File: src/rtl/spi_con.sv
// rtl/spi_con.sv - SPI mode-0 master: one DATA_WIDTH-bit full-duplex transfer per trigger
module spi_con #(
    parameter int DATA_WIDTH      = 8,
    parameter int DATA_CLK_PERIOD = 100
) (
    input  logic                  clk_in,
    input  logic                  rst_n_in,
    input  logic [DATA_WIDTH-1:0] data_in,
    input  logic                  trigger_in,
    output logic [DATA_WIDTH-1:0] data_out,
    output logic                  data_valid_out,
    output logic                  busy_out,
    output logic                  chip_data_out,
    input  logic                  chip_data_in,
    output logic                  chip_clk_out,
    output logic                  chip_sel_out
);
    localparam int HALF = DATA_CLK_PERIOD / 2;
    localparam int HC_W = (HALF > 1) ? $clog2(HALF) : 1;
    localparam int BC_W = $clog2(DATA_WIDTH + 1);

    typedef enum logic {IDLE, TRANSFER} state_t;

    state_t                state, state_next;
    logic [HC_W-1:0]       half_cnt;
    logic [BC_W-1:0]       bit_cnt;
    logic [DATA_WIDTH-1:0] tx_shift;
    logic [DATA_WIDTH-1:0] rx_shift;
    logic [DATA_WIDTH-1:0] tx_next;
    logic                  half_wrap;
    logic                  fall_edge;
    logic                  last_fall;

    assign half_wrap = (half_cnt == HC_W'(HALF - 1));
    assign fall_edge = (state == TRANSFER) && half_wrap && chip_clk_out;
    assign last_fall = fall_edge && (bit_cnt == BC_W'(DATA_WIDTH - 1));
    assign tx_next   = tx_shift << 1;

    always_ff @(posedge clk_in or negedge rst_n_in) begin
        if (!rst_n_in) begin
            state <= IDLE;
        end else begin
            state <= state_next;
        end
    end

    always_comb begin
        state_next = state;
        case (state)
            IDLE:     if (trigger_in) state_next = TRANSFER;
            TRANSFER: if (last_fall) state_next = IDLE;
            default:  state_next = IDLE;
        endcase
    end

    // Outputs are registered so the pins never glitch; the MSB is presented
    // together with CS falling, giving a full half period of setup.
    always_ff @(posedge clk_in or negedge rst_n_in) begin
        if (!rst_n_in) begin
            half_cnt       <= '0;
            bit_cnt        <= '0;
            tx_shift       <= '0;
            rx_shift       <= '0;
            data_out       <= '0;
            data_valid_out <= 1'b0;
            busy_out       <= 1'b0;
            chip_data_out  <= 1'b0;
            chip_clk_out   <= 1'b0;
            chip_sel_out   <= 1'b1;
        end else begin
            data_valid_out <= 1'b0;
            if (state == IDLE) begin
                if (trigger_in) begin
                    tx_shift      <= data_in;
                    rx_shift      <= '0;
                    half_cnt      <= '0;
                    bit_cnt       <= '0;
                    chip_sel_out  <= 1'b0;
                    busy_out      <= 1'b1;
                    chip_data_out <= data_in[DATA_WIDTH-1];
                    chip_clk_out  <= 1'b0;
                end
            end else if (!half_wrap) begin
                half_cnt <= half_cnt + 1'b1;
            end else begin
                half_cnt     <= '0;
                chip_clk_out <= ~chip_clk_out;
                if (!chip_clk_out) begin
                    rx_shift <= (rx_shift << 1) | DATA_WIDTH'(chip_data_in);
                end else begin
                    bit_cnt <= bit_cnt + 1'b1;
                    if (last_fall) begin
                        chip_sel_out   <= 1'b1;
                        busy_out       <= 1'b0;
                        chip_data_out  <= 1'b0;
                        data_out       <= rx_shift;
                        data_valid_out <= 1'b1;
                    end else begin
                        tx_shift      <= tx_next;
                        chip_data_out <= tx_next[DATA_WIDTH-1];
                    end
                end
            end
        end
    end
endmodule

File: config.mk
export PLATFORM = sky130hd
export DESIGN_NAME = spi_con
export DESIGN_NICKNAME = d
export VERILOG_FILES = /design/src/rtl/spi_con.sv
export SDC_FILE = /design/constraint.sdc
export NUM_CORES = 1
export LEC_CHECK = 0
export ABC_AREA = 1
export BUFFER_PORTS_ARGS = -buffer_cell sky130_fd_sc_hd__buf_4
export CAP_MARGIN = 10
export CORE_UTILIZATION = 56
export CTS_CLUSTER_DIAMETER = 50
export CTS_CLUSTER_SIZE = 40
export DETAILED_ROUTE_END_ITERATION = 7
export GPL_ROUTABILITY_DRIVEN = 0
export PLACE_DENSITY = 0.78
export RECOVER_POWER = 50
export SETUP_SLACK_MARGIN = 0.5
export SKIP_LAST_GASP = 1
export SLEW_MARGIN = 20
export SYNTH_ARGS = -nofsm -noshare
export SYNTH_HDL_FRONTEND = slang
export SYNTH_SLANG_ARGS = --single-unit
File: constraint.sdc
create_clock -name clk_in -period 1.72 [get_ports clk_in]
set_clock_uncertainty 0.1 [all_clocks]
set_input_delay 0 -clock clk_in [delete_from_list [all_inputs] [get_ports clk_in]]
set_output_delay 0 -clock clk_in [all_outputs]
set_load 0.02 [all_outputs]
==> summary.txt, run 1 <==
Route
  • DR vias: 1728
  • Via density: 5.779
  • DRC marker count from the first detailed-route iteration: 134
  • Routed WL per cell: 17.59 um
  • Post-DRT Antenna Nets: 0
  • Remaining DRCs: 0
  • WL final: 5.259 mm
  • First-pass DRT Iterations: 4

Power and ir drop
  • Flop pwr share: 0.403
  • Switching power: 1.382 mW
  • Pleak: 1.264 nW
  • Int Power: 2.203 mW
  • Tot Pwr: 3.585 mW
  • Pwr dens: 1355 nW/um2
  • Switching Share: 0.3855
  • Combinational Power Share: 0.414
  • Clock share of power: 0.182
  • Peak VDD IR: 954.9 uV

Synth
  • Post-synth net total: 207
  • Post-synth EDFFs: 0
  • Async set-reset flop share out of synthesis: 1.000
  • Post-synth cell types: 26
  • Mapped Cells: 192
  • Yosys reg bits: 39
  • Top cells by area, synth: dfrtp_1 (52%), nand2_1 (12%), o21ai_2 (3.4%)
  • Yosys top cell area share: 0.5249
  • Most used DFF post-synth: dfrtp_1
  • Syn Area/Cell: 9.436 um2
  • Top-count cell post-synth: nand2_1
  • Synth top cells by count: nand2_1 (58), dfrtp_1 (38), inv_1 (13)
  • Area leader, netlist: dfrtp_1
  • Synth warn: 0
  • Seq/Total Area, Yosys: 0.5394
  • Cell Area, Synth: 1812 um2

Outcome
  • Outcome: finished clean

Floorplanning
  • Core Area: 3053 um2
  • Die X: 58.88 um
  • Top Ports: 25
  • FP Rows: 20
  • Initial Util: 0.5934
  • Chip height: 58.88 um
  • Die area: 3467 um2

Critical path
  • CP delay by family, top: flip-flops
  • Startpoint types: register
  • Critical path's slowest cell: dfrtp_1
  • Worst path max stage delay: 0.41 ns
  • Worst EP required: 1.91 ns
  • Kind of critical path: register to register
  • Crit end category: register
  • CP Cell Sequence: inv_2, ha_4, nand3_4, o21bai_2, nand4_1, nand2_1
  • Crit path buf inv count: 1
  • Critical path fanouts, max: 6
  • Arrival time worst endpoint: 1.69 ns

STA
  • RSZ-0062 raised after global routing: true
  • Hold_ws: 0.2202 ns
  • Period Utilization, post-route: 0.8715
  • Worst slew pin tran: 0.9716 ns
  • Hold Violations, Final: 0
  • FMAX: 667.1 MHz
  • Worst Slack Setup Final: 0.2209 ns
  • Min Clock Period, post-route: 1.499 ns
  • Rel. slew slack: 0.3523
  • Setup TNS: 0 ns
  • Fin. max-slew vios: 0
  • Count of final setup violators: 0

GRT
  • Gr ovfl total: 0
  • Global-route wire length before repair: 8.217 mm
  • Largest net degree at the start of global routing: 40
  • Initial antenna violation count: 0
  • Number of global-route vias before repair: 1737
  • GRT Util Overall: 0.3264

Cells and area
  • Share of layout cells above drive strength 1: 0.4235
  • # nets final: 269
  • Post-layout util: 0.8664
  • Final Cell Area: 2645 um2
  • Ant diodes: 0
  • Area growth, synth to finish: 45.99%
  • Fin cells: 299

Placement
  • Post-DP Area: 2069 um2
  • Dpl cells: 259
  • Number of buffers added on ports: 24
  • Placement Setup Slack: 0.1040 ns
  • Dpl hpwl: 2.548 mm

Clock network
  • CTS sink cnt: 39
  • CTS tree: built
  • Clock Latency Late Sink: 0.35 ns
  • Clk pin slew, worst setup/hold paths: 0.12 ns
  • Clock Tree Buf Depth: 2
  • H-tree depth: 2
  • Num CTS Buffers: 5
  • Clk root buf: clkbuf_4

Min path
  • Worst Hold Class: input port to async pin

Flow run
  • Number of max-cap violations: 0
-- power groups by stage --
stage,sequential [mW],clock [mW],combinational [mW]
final,1.45,0.654,1.48
after global routing,1.48,0.684,1.60
after CTS,1.42,0.652,1.31
after detailed placement,1.48,0,0.939
after global placement,1.47,0,0.878
after floorplan,1.47,0,0.673
-- worst reg2reg max path, stage by stage, from the launching register on --
cell and delay, ns:
dfrtp_1 0.41, inv_2 0.09, ha_4 0.17, nand3_4 0.14, o21bai_2 0.29, nand4_1 0.14
nand2_1 0.11
-- cell usage in the layout (no fill, tap or decap), types with 2 or more instances in the layout --
cell / count
a21oi_1: 3
ha_4: 2
dlygate4sd3_1: 11
o21ai_1: 6
clkbuf_1: 6
o22ai_2: 5
clkbuf_4: 5
nand4_1: 7
buf_4: 30
buf_6: 6
buf_12: 2
dfrtp_1: 35
nand3_1: 5
o22ai_1: 4
inv_4: 2
inv_1: 12
o21ai_2: 10
nand3_2: 2
inv_2: 5
nand2_4: 3
xor2_1: 3
nand3_4: 3
nor2_4: 5
nor2_1: 5
nand2_2: 10
nand2_1: 48
nand2_8: 5
dfrtp_2: 3
-- sequential cells by signal, summed over array words and instances (netlist names) --
register and count:
data_valid_out 1, data_out 8, bit_cnt 4, chip_clk_out 1, half_cnt 6, chip_sel_out 1, busy_out 1, chip_data_out 1
tx_shift 7, state 1, rx_shift 8
-- final cells by class --
class	count	area, um2
tap	44	55.05
inverter	19	76.32
clock buffer	6	51.30
sequential	39	980.9
timing repair buffer	56	470.5
multi-input combinational	133	975.9
clock inverter	2	35.03
fill	153	407.9
-- path summary, 6_finish.rpt --
| path | from | end | slack, ns | cells after the start |
|---|---|---|---|---|
| setup / recovery | half_cnt[1]$_DFFE_PN0P_ | tx_shift[3]$_DFFE_PN0P_ | 0.22 | 6 |
| hold / removal | rst_n_in | half_cnt[4]$_DFFE_PN0P_ | 0.22 | 2 |
| setup reg to reg | half_cnt[1]$_DFFE_PN0P_ | tx_shift[3]$_DFFE_PN0P_ | 0.22 | 6 |
| hold reg to reg | chip_sel_out$_DFFE_PN1P_ | chip_sel_out$_DFFE_PN1P_ | 0.38 | 2 |
| max in group asynchronous | rst_n_in | chip_clk_out$_DFFE_PN0P_ | 0.64 | 2 |
| min in group clk_in | data_in[0] | tx_shift[0]$_DFFE_PN0P_ | 0.32 | 4 |
-- layer usage --
layer  vias to the layer above  GRT usage  wire (um)
li1                        758          -          -
met2                        96     0.5406       2606
met5                         -          0          0
met1                       849     0.4029       2113
met4                         0     0.1769        199
met3                        25    0.06374        339
-- repair_timing --
item	in CTS	in global routing
pin swaps	10	7
setup buffers	15	3
hold buffers	11	0
gates cloned	3	0
endpoints found under the setup margin	35	39
hold endpoints to repair	63	0
resized for setup	26	21
-- cell families (layout without fill, tap and decap cells) --
logic type,Yosys count,count (layout),synth area share
XOR/XNOR,4,4,0.01934
AND/OR/NAND/NOR,93,96,0.2569
buffers and inverters,23,83,0.05663
adder cells (fa/ha/maj),3,3,0.02072
AO/OA/AOI/OAI,30,30,0.1070
flip-flops,39,39,0.5394
No activity file was read; power rests on OpenSTA's default activity.
==> run 2: changes to the inputs <==
==> constraint.sdc (replaced) <==
create_clock -name clk_in -period 1.6 [get_ports clk_in]
set_clock_uncertainty 0.1 [all_clocks]
set_input_delay 0 -clock clk_in [delete_from_list [all_inputs] [get_ports clk_in]]
set_output_delay 0 -clock clk_in [all_outputs]
set_load 0.02 [all_outputs]
==> summary.txt, run 2 (synthesis gave the netlist of run 1 again) <==
GRT
  • Initial antenna violation count: 0
  • Global-route wire length before repair: 7.017 mm
  • GRT Util Overall: 0.2741
  • Number of global-route vias before repair: 1591
  • Gr ovfl total: 0
  • Largest net degree at the start of global routing: 40

Clock network
  • Clock Latency Late Sink: 0.36 ns
  • Clk root buf: clkbuf_4
  • CTS sink cnt: 39
  • Clock Tree Buf Depth: 2
  • Num CTS Buffers: 5
  • Clk pin slew, worst setup/hold paths: 0.12 ns
  • CTS tree: built
  • H-tree depth: 2

Route
  • Via density: 5.314
  • Routed WL per cell: 15.23 um
  • Remaining DRCs: 0
  • WL final: 4.461 mm
  • DR vias: 1557
  • Post-DRT Antenna Nets: 0
  • First-pass DRT Iterations: 4
  • DRC marker count from the first detailed-route iteration: 42

Power and ir drop
  • Tot Pwr: 3.697 mW
  • Pleak: 1.208 nW
  • Pwr dens: 1469 nW/um2
  • Peak VDD IR: 1104 uV

Cells and area
  • Final Cell Area: 2517 um2
  • # nets final: 263
  • Area growth, synth to finish: 38.95%
  • Post-layout util: 0.8246
  • Commonest non-fill, non-tap cell in the layout: nand2_1
  • Most frequent cells in the layout: nand2_1 (47), dfrtp_1 (34), buf_4 (28), inv_1 (12)
  • Share of layout cells above drive strength 1: 0.3735
  • Ant diodes: 0
  • Regs by FF count: data_out x8, rx_shift x8, tx_shift x7

Critical path
  • Startpoint types: register
  • Critical path fanouts, max: 7
  • Kind of critical path: register to register
  • Arrival time worst endpoint: 1.69 ns
  • R2R cell count: 9
  • Worst EP required: 1.80 ns
  • Crit end category: register

STA
  • RSZ-0062 raised after global routing: true
  • Hold Violations, Final: 0
  • Fin. max-slew vios: 0
  • Worst slew pin tran: 0.9594 ns
  • Count of final setup violators: 0
  • Min Clock Period, post-route: 1.490 ns
  • Rel. slew slack: 0.3604
  • Setup TNS: 0 ns
  • Worst Slack Setup Final: 0.1104 ns
  • FMAX: 671.3 MHz
  • Period Utilization, post-route: 0.9310

Placement
  • Post-DP Area: 2085 um2
  • Placement Setup Slack: 0.04984 ns
  • Number of buffers added on ports: 24
  • Dpl hpwl: 2.583 mm

Floorplanning
  • Top Ports: 25
  • Chip height: 58.88 um
  • Die X: 58.88 um
  • Die area: 3467 um2
  • Core Area: 3053 um2
  • FP Rows: 20
  • Initial Util: 0.5934

Flow run
  • Number of max-cap violations: 0

Outcome
  • Outcome: finished clean

Min path
  • Worst Hold Class: input port to async pin
-- run 2: cell count changes in the layout (fill, tap and decap cells not counted), sizes merged --
| cell | delta |
|---|---|
| nand2 | -1 |
| buf | -5 |
-- run 2: timing repair --
item,4_1_cts,5_1_grt
resized for setup,22,8
hold buffers,11,0
setup buffers,6,5
hold endpoints to repair,61,0
pin swaps,15,3
setup endpoints to repair,40,41
cloned,2,0
-- run 2: metal layers --
metal	track usage	share of wire	up-vias	wire, um
met5	0	0	-	0
met4	0.1020	0.0072	0	32
met3	0.06593	0.050	2	222
met2	0.4594	0.52	42	2310
met1	0.3451	0.42	768	1895
li1	-	-	745	-
-- run 2: worst max-delay path, cell delays in order, from the launching register on --
cell,delay (ns)
dfrtp_1,0.42
inv_2,0.10
ha_4,0.17
nand2_4,0.05
nor2_4,0.11
buf_12,0.16
nand2_8,0.07
nand4_4,0.10
nand2_1,0.08
nand2_1,0.06
-- run 2: area by class of cell --
type / count / area (um2)
multi-input cells: 132 / 900.9
fillers: 179 / 535.5
inverters: 19 / 71.32
clock buffers: 6 / 51.30
flip-flops and latches: 39 / 982.2
well taps: 44 / 55.05
repair buffers: 51 / 421.7
clock inverters: 2 / 35.03
-- run 2: worst paths after layout --
| kind | start | endpoint | slack (ns) |
|---|---|---|---|
| worst max-delay path | half_cnt[1]$_DFFE_PN0P_ | tx_shift[0]$_DFFE_PN0P_ | 0.11 |
| worst min-delay path | rst_n_in | tx_shift[2]$_DFFE_PN0P_ | 0.22 |
| worst max register to register | half_cnt[1]$_DFFE_PN0P_ | tx_shift[0]$_DFFE_PN0P_ | 0.11 |
| worst min register to register | chip_sel_out$_DFFE_PN1P_ | chip_sel_out$_DFFE_PN1P_ | 0.39 |
| max in group asynchronous | rst_n_in | half_cnt[4]$_DFFE_PN0P_ | 0.54 |
| min in group clk_in | data_in[0] | tx_shift[0]$_DFFE_PN0P_ | 0.34 |
-- run 2: through the flow --
step / hold slack, ns / cells
6_report: 0.2165 / 293
3_5_place_dp: -0.1004 / 261
4_1_cts: 0.05493 / 288
3_3_place_gp: -0.1120 / 261
5_1_grt: 0.2904 / 293
2_1_floorplan: -0.3956 / 192
-- run 2: power breakdown --
group	switching, mW	internal (mW)	total [mW]
combinational	0.795	0.613	1.41
clock	0.337	0.369	0.707
sequential	0.251	1.33	1.58
==> run 3: changes to the inputs <==
--- a/config.mk
+++ b/config.mk
@@ -14,7 +14,6 @@
 export DETAILED_ROUTE_END_ITERATION = 7
 export GPL_ROUTABILITY_DRIVEN = 0
 export PLACE_DENSITY = 0.78
-export RECOVER_POWER = 50
 export SETUP_SLACK_MARGIN = 0.5
 export SKIP_LAST_GASP = 1
 export SLEW_MARGIN = 20
==> summary.txt, run 3 (synthesis gave the netlist of run 1 again) <==
STA
  • Count of final setup violators: 0
  • Hold Violations, Final: 0
  • Fin. max-slew vios: 0
  • RSZ-0062 raised after global routing: true
  • Worst slew pin tran: 0.4882 ns
  • Rel. slew slack: 0.6746
  • FMAX: 671.7 MHz
  • Period Utilization, post-route: 0.9305
  • Setup TNS: 0 ns
  • Min Clock Period, post-route: 1.489 ns

Route
  • Via density: 5.389
  • DR vias: 1579
  • Routed WL per cell: 15.25 um
  • DRC marker count from the first detailed-route iteration: 42
  • Post-DRT Antenna Nets: 0
  • Remaining DRCs: 0
  • First-pass DRT Iterations: 4
  • WL final: 4.468 mm

Clock network
  • H-tree depth: 2
  • Clock Latency Late Sink: 0.36 ns
  • Clock Tree Buf Depth: 2
  • CTS sink cnt: 39
  • Clk root buf: clkbuf_4
  • CTS tree: built
  • Num CTS Buffers: 5
  • Clk pin slew, worst setup/hold paths: 0.12 ns

Floorplanning
  • Top Ports: 25
  • Chip height: 58.88 um
  • FP Rows: 20
  • Initial Util: 0.5934
  • Core Area: 3053 um2
  • Die area: 3467 um2
  • Die X: 58.88 um

Critical path
  • Worst EP required: 1.74 ns
  • Most used cell, CP: nand2_8
  • Critical path fanouts, max: 9
  • CP delay by family, top: flip-flops
  • Critical path's slowest cell: dfrtp_1
  • R2R cell count: 8
  • CP Cell Sequence: inv_2, ha_4, nand2_4, nor2_4, buf_12, nand2_8, nand2_8, o22ai_1
  • Kind of critical path: register to register
  • Crit end category: register
  • Arrival time worst endpoint: 1.63 ns
  • Startpoint types: register
  • Reg2Reg Setup Slack: 0.11 ns
  • Worst path max stage delay: 0.41 ns
  • Crit path buf inv count: 2
  • R2r endpoint: rx_shift[2]$_DFFE_PN0P_
  • Reg2reg start: half_cnt[1]$_DFFE_PN0P_

Power and ir drop
  • Peak VDD IR: 1098 uV
  • Pwr dens: 1460 nW/um2
  • Pleak: 1.234 nW
  • Tot Pwr: 3.711 mW

Cells and area
  • # nets final: 263
  • Most frequent cells in the layout: nand2_1 (47), buf_4 (35), dfrtp_1 (34), inv_1 (12)
  • Regs by FF count: data_out x8, rx_shift x8, tx_shift x7
  • Area growth, synth to finish: 40.33%
  • Commonest non-fill, non-tap cell in the layout: nand2_1
  • Share of layout cells above drive strength 1: 0.3976
  • Ant diodes: 0
  • Fin cells: 293

Placement
  • Dpl cells: 261
  • Dpl hpwl: 2.583 mm
  • Number of buffers added on ports: 24

Outcome
  • Outcome: finished clean

GRT
  • GRT Util Overall: 0.2741
  • Global-route wire length before repair: 7.017 mm
  • Largest net degree at the start of global routing: 40
  • Initial antenna violation count: 0
  • Gr ovfl total: 0
  • Number of global-route vias before repair: 1591

Min path
  • Worst Hold Class: input port to async pin

Flow run
  • Number of max-cap violations: 0
[run 3: cell types whose count changed in the layout (fill, tap and decap cells not counted)]
cell,before,now
buf_4,28,35
clkbuf_1,6,0
clkbuf_2,1,0
[run 3: cell type report]
cell class                 instances  area, um2
tap                               44      55.05
timing repair buffer              51      446.7
inverter                          19      71.32
fill                             168      510.5
multi-input combinational        132      900.9
clock buffer                       6      51.30
sequential                        39      982.2
clock inverter                     2      35.03
[run 3: stage by stage]
stage               instance area (um2)  setup slack, ns  hold WS, ns  utilization
global placement                   2085          0.09045      -0.1120       0.6828
CTS                                2472           0.1591      0.05493       0.8098
detailed placement                 2085          0.04984      -0.1004       0.6828
finish                             2542           0.1112      0.03690       0.8328
floorplan                          1843           0.2209      -0.3956            -
global route                       2542          0.04174      0.06895       0.8328
[run 3: timing repair]
item | CTS | global route
hold endpoints to repair | 61 | 0
hold buffers | 11 | 0
gates resized for setup | 22 | 8
pin swaps | 15 | 3
gates cloned | 2 | 0
endpoints found under the setup margin | 40 | 41
buffers inserted | 6 | 5
[run 3: worst reg2reg max path, cell delays in order (launching register included)]
cell     delay (ns)
dfrtp_1        0.41
inv_2          0.10
ha_4           0.17
nand2_4        0.05
nor2_4         0.12
buf_12         0.17
nand2_8        0.09
nand2_8        0.10
o22ai_1        0.07
[run 3: worst max-delay path by stage]
stage,from,endpoint,cells past startpoint
CTS,half_cnt[0]$_DFFE_PN0P_,tx_shift[5]$_DFFE_PN0P_,8
finish,half_cnt[1]$_DFFE_PN0P_,rx_shift[2]$_DFFE_PN0P_,8
detailed placement,half_cnt[1]$_DFFE_PN0P_,tx_shift[6]$_DFFE_PN0P_,8
global placement,half_cnt[3]$_DFFE_PN0P_,tx_shift[6]$_DFFE_PN0P_,7
global route,half_cnt[1]$_DFFE_PN0P_,tx_shift[0]$_DFFE_PN0P_,9
floorplan,half_cnt[1]$_DFFE_PN0P_,chip_data_out$_DFFE_PN0P_,8
[run 3: where the power goes]
group / total, mW / switching [mW] / internal [mW]
logic: 1.42 / 0.794 / 0.626
registers: 1.58 / 0.252 / 1.33
clock network: 0.708 / 0.338 / 0.369
total: 3.71 / 1.38 / 2.33
[run 3: routing by layer]
metal	wire, um	vias to the layer above	track usage
li1	-	745	-
met1	1901	779	0.3451
met2	2275	50	0.4594
met3	240	5	0.06593
met4	51	0	0.1020
met5	0	-	0
